File: config.mk
export PLATFORM = sky130hd
export DESIGN_NAME = conv_encoder_param
export DESIGN_NICKNAME = d
export VERILOG_FILES = /design/src/rtl/conv_encoder_param.sv
export SDC_FILE = /design/constraint.sdc
export NUM_CORES = 1
export LEC_CHECK = 0
export ABC_AREA = 1
export BUFFER_PORTS_ARGS = -buffer_cell sky130_fd_sc_hd__buf_2
export CAP_MARGIN = 5
export CORE_UTILIZATION = 54
export DETAILED_ROUTE_END_ITERATION = 16
export GPL_TIMING_DRIVEN = 1
export PLACE_DENSITY_LB_ADDON = 0.3
export RECOVER_POWER = 100
export SLEW_MARGIN = 20
export SYNTH_ARGS = -nofsm -noshare
export SYNTH_HDL_FRONTEND = slang
export SYNTH_SLANG_ARGS = --single-unit
File: constraint.sdc
create_clock -name clk -period 1.45 [get_ports clk]
set_clock_uncertainty 0.05 [all_clocks]
set_input_delay 0.2175 -clock clk [delete_from_list [all_inputs] [get_ports clk]]
set_output_delay 0.2175 -clock clk [all_outputs]
set_load 0.01 [all_outputs]
File: src/rtl/conv_encoder_param.sv
// Rate-1/2 convolutional encoder with a parametrised constraint length and generators.
// A frame of FRAME_W bits is taken in parallel and streamed out MSB first as one
// {c1,c0} symbol per output handshake. The mode is chosen per frame:
//   - zero-tail flush: K-1 extra symbols with u=0 follow the data.
//   - tail-biting: the encoder state is preloaded with the last K-1 info bits.
//
// Handshake rule (both sides): a transfer happens on a rising clock edge where
// valid and ready are both high. A producer holding valid keeps its payload
// stable until that edge. in_ready never depends on in_valid.
module conv_encoder_param #(
    parameter int             FRAME_W = 8,
    parameter int             K       = 5,
    parameter logic [K-1:0]   G0      = 5'b11111,
    parameter logic [K-1:0]   G1      = 5'b11011
) (
    input  logic               clk,
    input  logic               reset,
    input  logic               in_valid,
    output logic               in_ready,
    input  logic [FRAME_W-1:0] in_data,
    input  logic               tail_bite,
    output logic               out_valid,
    input  logic               out_ready,
    output logic [1:0]         out_sym,
    output logic               out_last,
    output logic               frame_done,
    output logic [1:0]         dbg_state,
    output logic [K-2:0]       dbg_sreg
);

    localparam int CW = $clog2(FRAME_W + K);

    // Out-of-range parameters stop elaboration.
    if (K < 3 || K > 9 || FRAME_W < K) begin : g_bad_params
        $fatal(1, "conv_encoder_param: illegal parameters FRAME_W=%0d K=%0d", FRAME_W, K);
    end

    typedef enum logic [1:0] {
        IDLE = 2'd0,
        ENC  = 2'd1,
        TAIL = 2'd2
    } state_t;

    state_t             state_q;
    state_t             state_d;
    logic [K-2:0]       s_reg;      // encoder state after the last transferred bit
    logic [FRAME_W-1:0] frame_sr;   // remaining info bits, current bit at the MSB
    logic               mode_tb;    // latched tail_bite
    logic [CW-1:0]      cnt;        // symbols already transferred in this frame

    logic               hs;
    logic               accept;
    logic               u_cur;
    logic [K-2:0]       s_next;
    logic [FRAME_W-1:0] sr_next;
    logic [1:0]         sym_next;
    logic [CW-1:0]      last_idx;
    logic               last_next;
    logic [K-2:0]       s_init;
    logic [1:0]         sym_init;

    // Window is {S, u}: bit 0 is the new bit, bit j is S[j-1].
    function automatic logic [1:0] encode(input logic [K-2:0] s, input logic u);
        logic [K-1:0] w;
        w = {s, u};
        return {^(w & G1), ^(w & G0)};
    endfunction

    assign dbg_state = state_q;
    assign dbg_sreg  = s_reg;

    // Datapath helpers: next symbol after a transfer, and the first symbol of a new frame.
    // Zeros shift into frame_sr, so the tail bits of a flushed frame come out as u=0.
    always_comb begin
        hs        = out_valid & out_ready;
        accept    = in_valid & in_ready;
        u_cur     = frame_sr[FRAME_W-1];
        s_next    = {s_reg[K-3:0], u_cur};
        sr_next   = {frame_sr[FRAME_W-2:0], 1'b0};
        sym_next  = encode(s_next, sr_next[FRAME_W-1]);
        last_idx  = mode_tb ? CW'(FRAME_W - 1) : CW'(FRAME_W + K - 2);
        last_next = ((cnt + CW'(1)) == last_idx);
        s_init    = tail_bite ? in_data[K-2:0] : '0;
        sym_init  = encode(s_init, in_data[FRAME_W-1]);
    end

    // FSM state register.
    always_ff @(posedge clk or posedge reset) begin
        if (reset) begin
            state_q <= IDLE;
        end else begin
            state_q <= state_d;
        end
    end

    // FSM next state and in_ready.
    always_comb begin
        state_d  = state_q;
        in_ready = 1'b0;
        case (state_q)
            IDLE: begin
                in_ready = 1'b1;
                if (in_valid) begin
                    state_d = ENC;
                end
            end
            ENC: begin
                if (hs && cnt == CW'(FRAME_W - 1)) begin
                    state_d = mode_tb ? IDLE : TAIL;
                end
            end
            TAIL: begin
                if (hs && out_last) begin
                    state_d = IDLE;
                end
            end
            default: begin
                state_d = IDLE;
            end
        endcase
    end

    // Frame load, per-symbol advance and registered output symbol.
    always_ff @(posedge clk or posedge reset) begin
        if (reset) begin
            s_reg      <= '0;
            frame_sr   <= '0;
            mode_tb    <= 1'b0;
            cnt        <= '0;
            out_valid  <= 1'b0;
            out_sym    <= 2'b00;
            out_last   <= 1'b0;
            frame_done <= 1'b0;
        end else begin
            frame_done <= 1'b0;
            if (accept) begin
                mode_tb   <= tail_bite;
                s_reg     <= s_init;
                frame_sr  <= in_data;
                cnt       <= '0;
                out_sym   <= sym_init;
                out_valid <= 1'b1;
                out_last  <= 1'b0;
            end else if (hs) begin
                s_reg    <= s_next;
                frame_sr <= sr_next;
                cnt      <= cnt + CW'(1);
                if (out_last) begin
                    out_valid  <= 1'b0;
                    out_last   <= 1'b0;
                    out_sym    <= 2'b00;
                    frame_done <= 1'b1;
                end else begin
                    out_sym  <= sym_next;
                    out_last <= last_next;
                end
            end
        end
    end

endmodule

==> results.md, run 1 <==
* Max Slew Vio Count at 0
* YS warnings at 0
* Period minus WS final at 1.397 ns
* Nets at 208
* H-tree levels at 1
* Post-synth top cells: nand2_1 (50), dfrtp_1 (24), inv_1 (19)
* Headroom to the max-slew limit at 0.6006
* Cell with the most instances after synthesis: nand2_1
* Core area at 0.002297 mm^2
* First-pass GRT wire length at 4609 um
* Final setup TNS at 0 ns
* Critical Path RT at 1.65 ns
* Met3 usage at 0.04058
* CTS tree: built
* Num CTS Buffers at 3
* DP HPWL at 2028 um
* Vias in the first global route at 1099
* GPL Wtd Cong at 0.8984
* Count of final setup violators at 0
* Die height at 52.42 um
* Layout cells sized above 1 at 0.2042
* Async set-or-reset flop fraction in the synthesized netlist at 1.000
* Port Buffers at 24
* Worst-path clk slew at 0.13 ns
* Multi-input gate area at 654.4 um^2
* Cell depth of the worst hold path at 3
* Mapped Area at 0.001373 mm^2
* Final period utilization at 0.9637
* Min-Delay Startpoint: in_data[6]
* Grt met2 use at 0.3882
* CP startpoint: cnt[1]
* Die width at 52.42 um
* Area Growth Syn to Fin at 13.13%
* Initial core utilization at 0.5975
* Least-Margin Pin Slew at 0.5991 ns
* Worst R2R End: out_last
* GR Overflow Total at 0
* Synth top area share at 0.4376
* Largest net degree at the start of global routing at 25
* FF+latch area at 603.1 um^2
* Hold Path Sink: frame_sr[6]
* Synth area leader: dfrtp_1
* Worst r2r src: cnt[1]
* Peak VDD IR at 576.9 uV
* Ant diodes at 0
* Mean area per synthesized cell at 8.369 um^2
* P per Cell Area at 672.9 mW/mm^2
* Seq/Total Area, Yosys at 0.4376
* Row cnt at 17
* Clock Latency Late Sink at 0.31 ns
* Clock sink count at 24
* Register bit total from synthesis at 24
* Fillers at 196
* Final ANT Viol Nets at 0
* DRC viols at 0
* Netlist cell types at 24
* Flop-to-flop setup slack at 0.05 ns
* Routed wire per std cell at 12.67 um
* Placed Area at 0.001506 mm^2
* Mapped Nets at 179
* Total Routing Usage GR at 0.2286
* Crit start category: flip-flop
* Design Area, Final at 0.001553 mm^2
* Final design utilization at 0.6759
* Root Buffer: clkbuf_4
* Post-synth EDFFs at 0
* Die ar. at 0.002747 mm^2
* Reg2Reg Depth at 7
* Worst setup EP type: flip-flop
* Drt via density at 5.301
* Static leakage at 0.7863 nW
* Via Count at 1161
* HP Class: input port to flip-flop
* Area contributors post-synth: dfrtp_1 (44%), nand2_1 (14%), o221ai_1 (7.0%), inv_1 (5.2%), nand3_1 (4.4%)
* Top_reg_cell synth: dfrtp_1
* Hold Violations, Final at 0
* Hold slack at 0.06186 ns
* Pre-antenna DRT Iters at 4
* Final WL at 2774 um
* CTS max path bufs at 2
* CP Max Fanout at 4
* Worst Path Arrival at 1.59 ns
* Kind of critical path: flip-flop to flip-flop
* Grt met1 use at 0.2855
* Antenna violations before repair at 0
* I/O Pins at 25
* Max-cap violations at 0
* Status: finished clean
* Initial DRC count at 33
* Cells after Synth at 164
* GRT Max-Usage Layer: met2
* Fmax at 715.6 MHz
cells in the final DEF, fill, tap and decap left out, types with 2 or more instances in the layout:
master    Yosys  layout
nand3_1      12      12
clkbuf_4      0       3
nand2_2       5       5
nor2_1        8       8
inv_2         3       2
nor3_1        2       2
o21ai_0       1       2
nand2_4       4       4
clkbuf_1      0      11
o21ai_1       6       5
nand2_1      50      50
buf_2         0      13
xor2_1        3       3
dfrtp_1      24      22
o221ai_1     11      11
inv_1        19      20
dfrtp_2       0       2
xnor2_1       3       2
worst max-delay path by stage:
stage / endpoint / slack (ns) / cells past startpoint
after floorplan: out_last / 0.14 / 6
after detailed placement: out_last / -0.02 / 6
after global routing: out_last / -0.03 / 7
after global placement: out_last / 0.11 / 6
after CTS: out_last / 0.0008 / 6
final: out_last / 0.05 / 7
area by class of cell:
type / count / share of cell area
inverters: 23 / 0.05721
repair buffers: 28 / 0.09589
clock buffers: 3 / 0.01450
well taps: 28 / 0.02256
multi-input cells: 113 / 0.4214
flip-flops and latches: 24 / 0.3884
worst max-delay path, cell delays in order (launching register included):
cell and delay [ns]:
dfrtp_1 0.46, ha_4 0.19, xnor2_2 0.14, nor2_1 0.11, nand2_1 0.08, o21ai_1 0.13, nand3_1 0.09, o21ai_1 0.08
logic make-up after synthesis:
| group | count (synthesis) | share of synthesized area |
|---|---|---|
| AND/OR/NAND/NOR | 84 | 0.2926 |
| buffers and inverters | 27 | 0.1003 |
| flip-flops | 24 | 0.4376 |
| AO/OA/AOI/OAI | 21 | 0.1130 |
| XOR/XNOR | 6 | 0.03829 |
| adder cells (fa/ha/maj) | 2 | 0.01823 |
state kept, by name, indices dropped and copies added (netlist names):
signal and count:
out_last 1, out_valid 1, frame_sr 8, mode_tb 1, dbg_state 2, dbg_sreg 4, cnt 4, out_sym 2
frame_done 1
timing repair:
| item | in CTS | in global routing |
|---|---|---|
| pin swaps | 0 | 2 |
| setup endpoints to repair | 1 | 2 |
| setup buffers | 0 | 1 |
| gates resized for setup | 1 | 5 |
| hold buffers | 1 | 0 |
| hold endpoints to repair | 24 | 0 |
layer usage:
layer,vias to the layer above,share of wire
met2,33,0.49
li1,589,-
met5,-,0
met4,0,0.014
met1,533,0.44
met3,6,0.051
metrics by stage:
step	worst slack (ns)	cells	total power, mW
after floorplan	0.1425	164	0.7315
after global placement	0.1087	214	0.7623
after detailed placement	-0.02373	214	0.7645
after CTS	0.0008168	218	1.045
after global routing	-0.03328	219	1.079
final	0.05264	219	1.045
report_power, final:
group	internal, mW	switching [mW]	total, mW
logic	0.0288	0.0547	0.0834
clock network	0.0970	0.195	0.292
registers	0.669	0	0.669
total	0.795	0.250	1.04
Note: power is estimated with default switching activity, not from simulation.
==> inputs of run 2 (changes only) <==
--- a/config.mk
+++ b/config.mk
@@ -7,10 +7,10 @@
 export LEC_CHECK = 0
 export ABC_AREA = 1
-export BUFFER_PORTS_ARGS = -buffer_cell sky130_fd_sc_hd__buf_2
 export CAP_MARGIN = 5
-export CORE_UTILIZATION = 54
+export CORE_UTILIZATION = 60
 export DETAILED_ROUTE_END_ITERATION = 16
+export DONT_BUFFER_PORTS = 1
 export GPL_TIMING_DRIVEN = 1
-export PLACE_DENSITY_LB_ADDON = 0.3
+export PLACE_DENSITY = 0.74
 export RECOVER_POWER = 100
 export SLEW_MARGIN = 20
--- a/constraint.sdc
+++ b/constraint.sdc
@@ -3,3 +3,3 @@
 set_input_delay 0.2175 -clock clk [delete_from_list [all_inputs] [get_ports clk]]
 set_output_delay 0.2175 -clock clk [all_outputs]
-set_load 0.01 [all_outputs]
+set_load 0.1 [all_outputs]
==> results.md, run 2 (same netlist as run 1, synthesis figures left out) <==
* Hold Violations, Final at 0
* HP Class: input port to flip-flop
* Peak VDD IR at 627.3 uV
* Die height at 49.83 um
* Vias in the first global route at 1163
* Met2 WL at 1521 um
* Via Count at 1181
* GPL Wtd Cong at 0.8502
* Routed wl met3 at 107 um
* Commonest cells after routing, fill and taps aside: nand2_1 (50), inv_1 (19), dfrtp_1 (19), nand3_1 (12), o221ai_1 (11)
* Largest Register: frame_sr
* DRC viols at 0
* Status: finished, violations left
* Fmax at 671.1 MHz
* CP Max Fanout at 2
* Met1 wire length at 1326 um
* Static leakage at 0.8390 nW
* Initial DRC count at 23
* Worst R2R End: frame_sr[5]
* Area Growth Syn to Fin at 21.88%
* Kind of critical path: flip-flop to primary output
* Failing checks: negative setup slack
* Max-cap violations at 0
* Reg2Reg Depth at 6
* Dpl ws at 0.05750 ns
* Port Buffers at 0
* Setup crit end: in_ready
* Root Buffer: clkbuf_4
* Design Area, Final at 0.001673 mm^2
* Clock sink count at 24
* Row cnt at 16
* CP startpoint: dbg_state[0]
* Worst r2r src: dbg_state[0]
* Final period utilization at 1.028
* Nets at 207
* CTS tree: built
* GR Overflow Total at 0
* Worst-path clk slew at 0.13 ns
* Unrepaired setup endpoints after global routing: yes
* Routed wire per std cell at 13.74 um
* CTS max path bufs at 2
* Placed Area at 0.001489 mm^2
* Ant diodes at 0
* Core area at 0.002062 mm^2
* Count of final setup violators at 1
* Final setup TNS at -0.03999 ns
* Num CTS Buffers at 3
* Layout cells sized above 1 at 0.2408
* Clock Latency Late Sink at 0.32 ns
* Die width at 49.83 um
* Flop-to-flop setup slack at 0.03 ns
* Worst Path Arrival at 1.22 ns
* Largest net degree at the start of global routing at 25
* Critical Path RT at 1.18 ns
* Most common cell after layout, fill and taps aside: nand2_1
* First-pass GRT wire length at 4899 um
* Die ar. at 0.002483 mm^2
* DP HPWL at 2019 um
* Crit start category: flip-flop
* Headroom to the max-slew limit at 0.6102
* Initial core utilization at 0.6657
* Max Used Layer: met4
* Final ANT Viol Nets at 0
* Final WL at 2995 um
* Total Routing Usage GR at 0.2659
* Hold slack at 0.03810 ns
* Drt via density at 5.417
* Worst setup EP type: primary output
* Power, Total at 1.051 mW
* Period minus WS final at 1.490 ns
* I/O Pins at 25
* P per Cell Area at 628.5 mW/mm^2
* Slack of the critical path at -0.03999 ns
* Antenna violations before repair at 0
* Least-Margin Pin Slew at 0.5846 ns
* Max Slew Vio Count at 0
* Max FFs per register at 8
* Pre-antenna DRT Iters at 4
* H-tree levels at 1
run 2: cell count changes in the layout (fill, tap and decap cells not counted), sizes merged:
cell	change
dlygate4sd3	+8
clkbuf	-4
buf	-4
run 2: layer usage:
| layer | GRT usage | up-vias |
|---|---|---|
| li1 | - | 588 |
| met1 | 0.3313 | 553 |
| met2 | 0.4482 | 35 |
| met3 | 0.04938 | 5 |
| met4 | 0.1143 | 0 |
| met5 | 0 | - |
run 2: how the worst min path moves through the flow:
stage / startpoint / end / slack (ns) / cells past startpoint
floorplan: reset / cnt[0] / 0.18 / 1
CTS: in_valid / dbg_state[0] / 0.02 / 2
detailed placement: reset / out_sym[0] / 0.13 / 2
global route: in_valid / dbg_state[0] / 0.04 / 2
global placement: reset / out_sym[0] / 0.12 / 2
finish: in_valid / dbg_state[0] / 0.04 / 2
run 2: final cells by class:
class | instances | area [um^2]
Clock buffer | 4 | 26.28
Fill cell | 143 | 389.1
Inverter | 23 | 86.33
Multi-Input combinational cell | 113 | 669.4
Sequential cell | 24 | 611.8
Tap cell | 27 | 33.78
Timing Repair Buffer | 27 | 245.2
run 2: where the power goes:
part / internal, mW / total (mW) / leakage (nW) / switching, mW
Combinational: 0.0325 / 0.0717 / 0.563 / 0.0393
Clock: 0.108 / 0.310 / 0.0150 / 0.203
Sequential: 0.669 / 0.669 / 0.261 / 0
run 2: critical path, stage by stage (launching register included):
cell	delay, ns
dfrtp_4	0.52
nor2_4	0.18
buf_12	0.20
run 2: what timing repair did:
action | in CTS | in global routing
pin swaps | 1 | 3
hold buffers | 9 | 0
hold endpoints to repair | 32 | 0
endpoints found under the setup margin | 2 | 6
resized for setup | 4 | 6
buffers inserted | 0 | 4
run 2: through the flow:
step                utilization  instances
global route             0.8113        218
detailed placement       0.7221        201
floorplan                     -        164
global placement         0.7221        201
finish                   0.8113        218
CTS                      0.7852        214
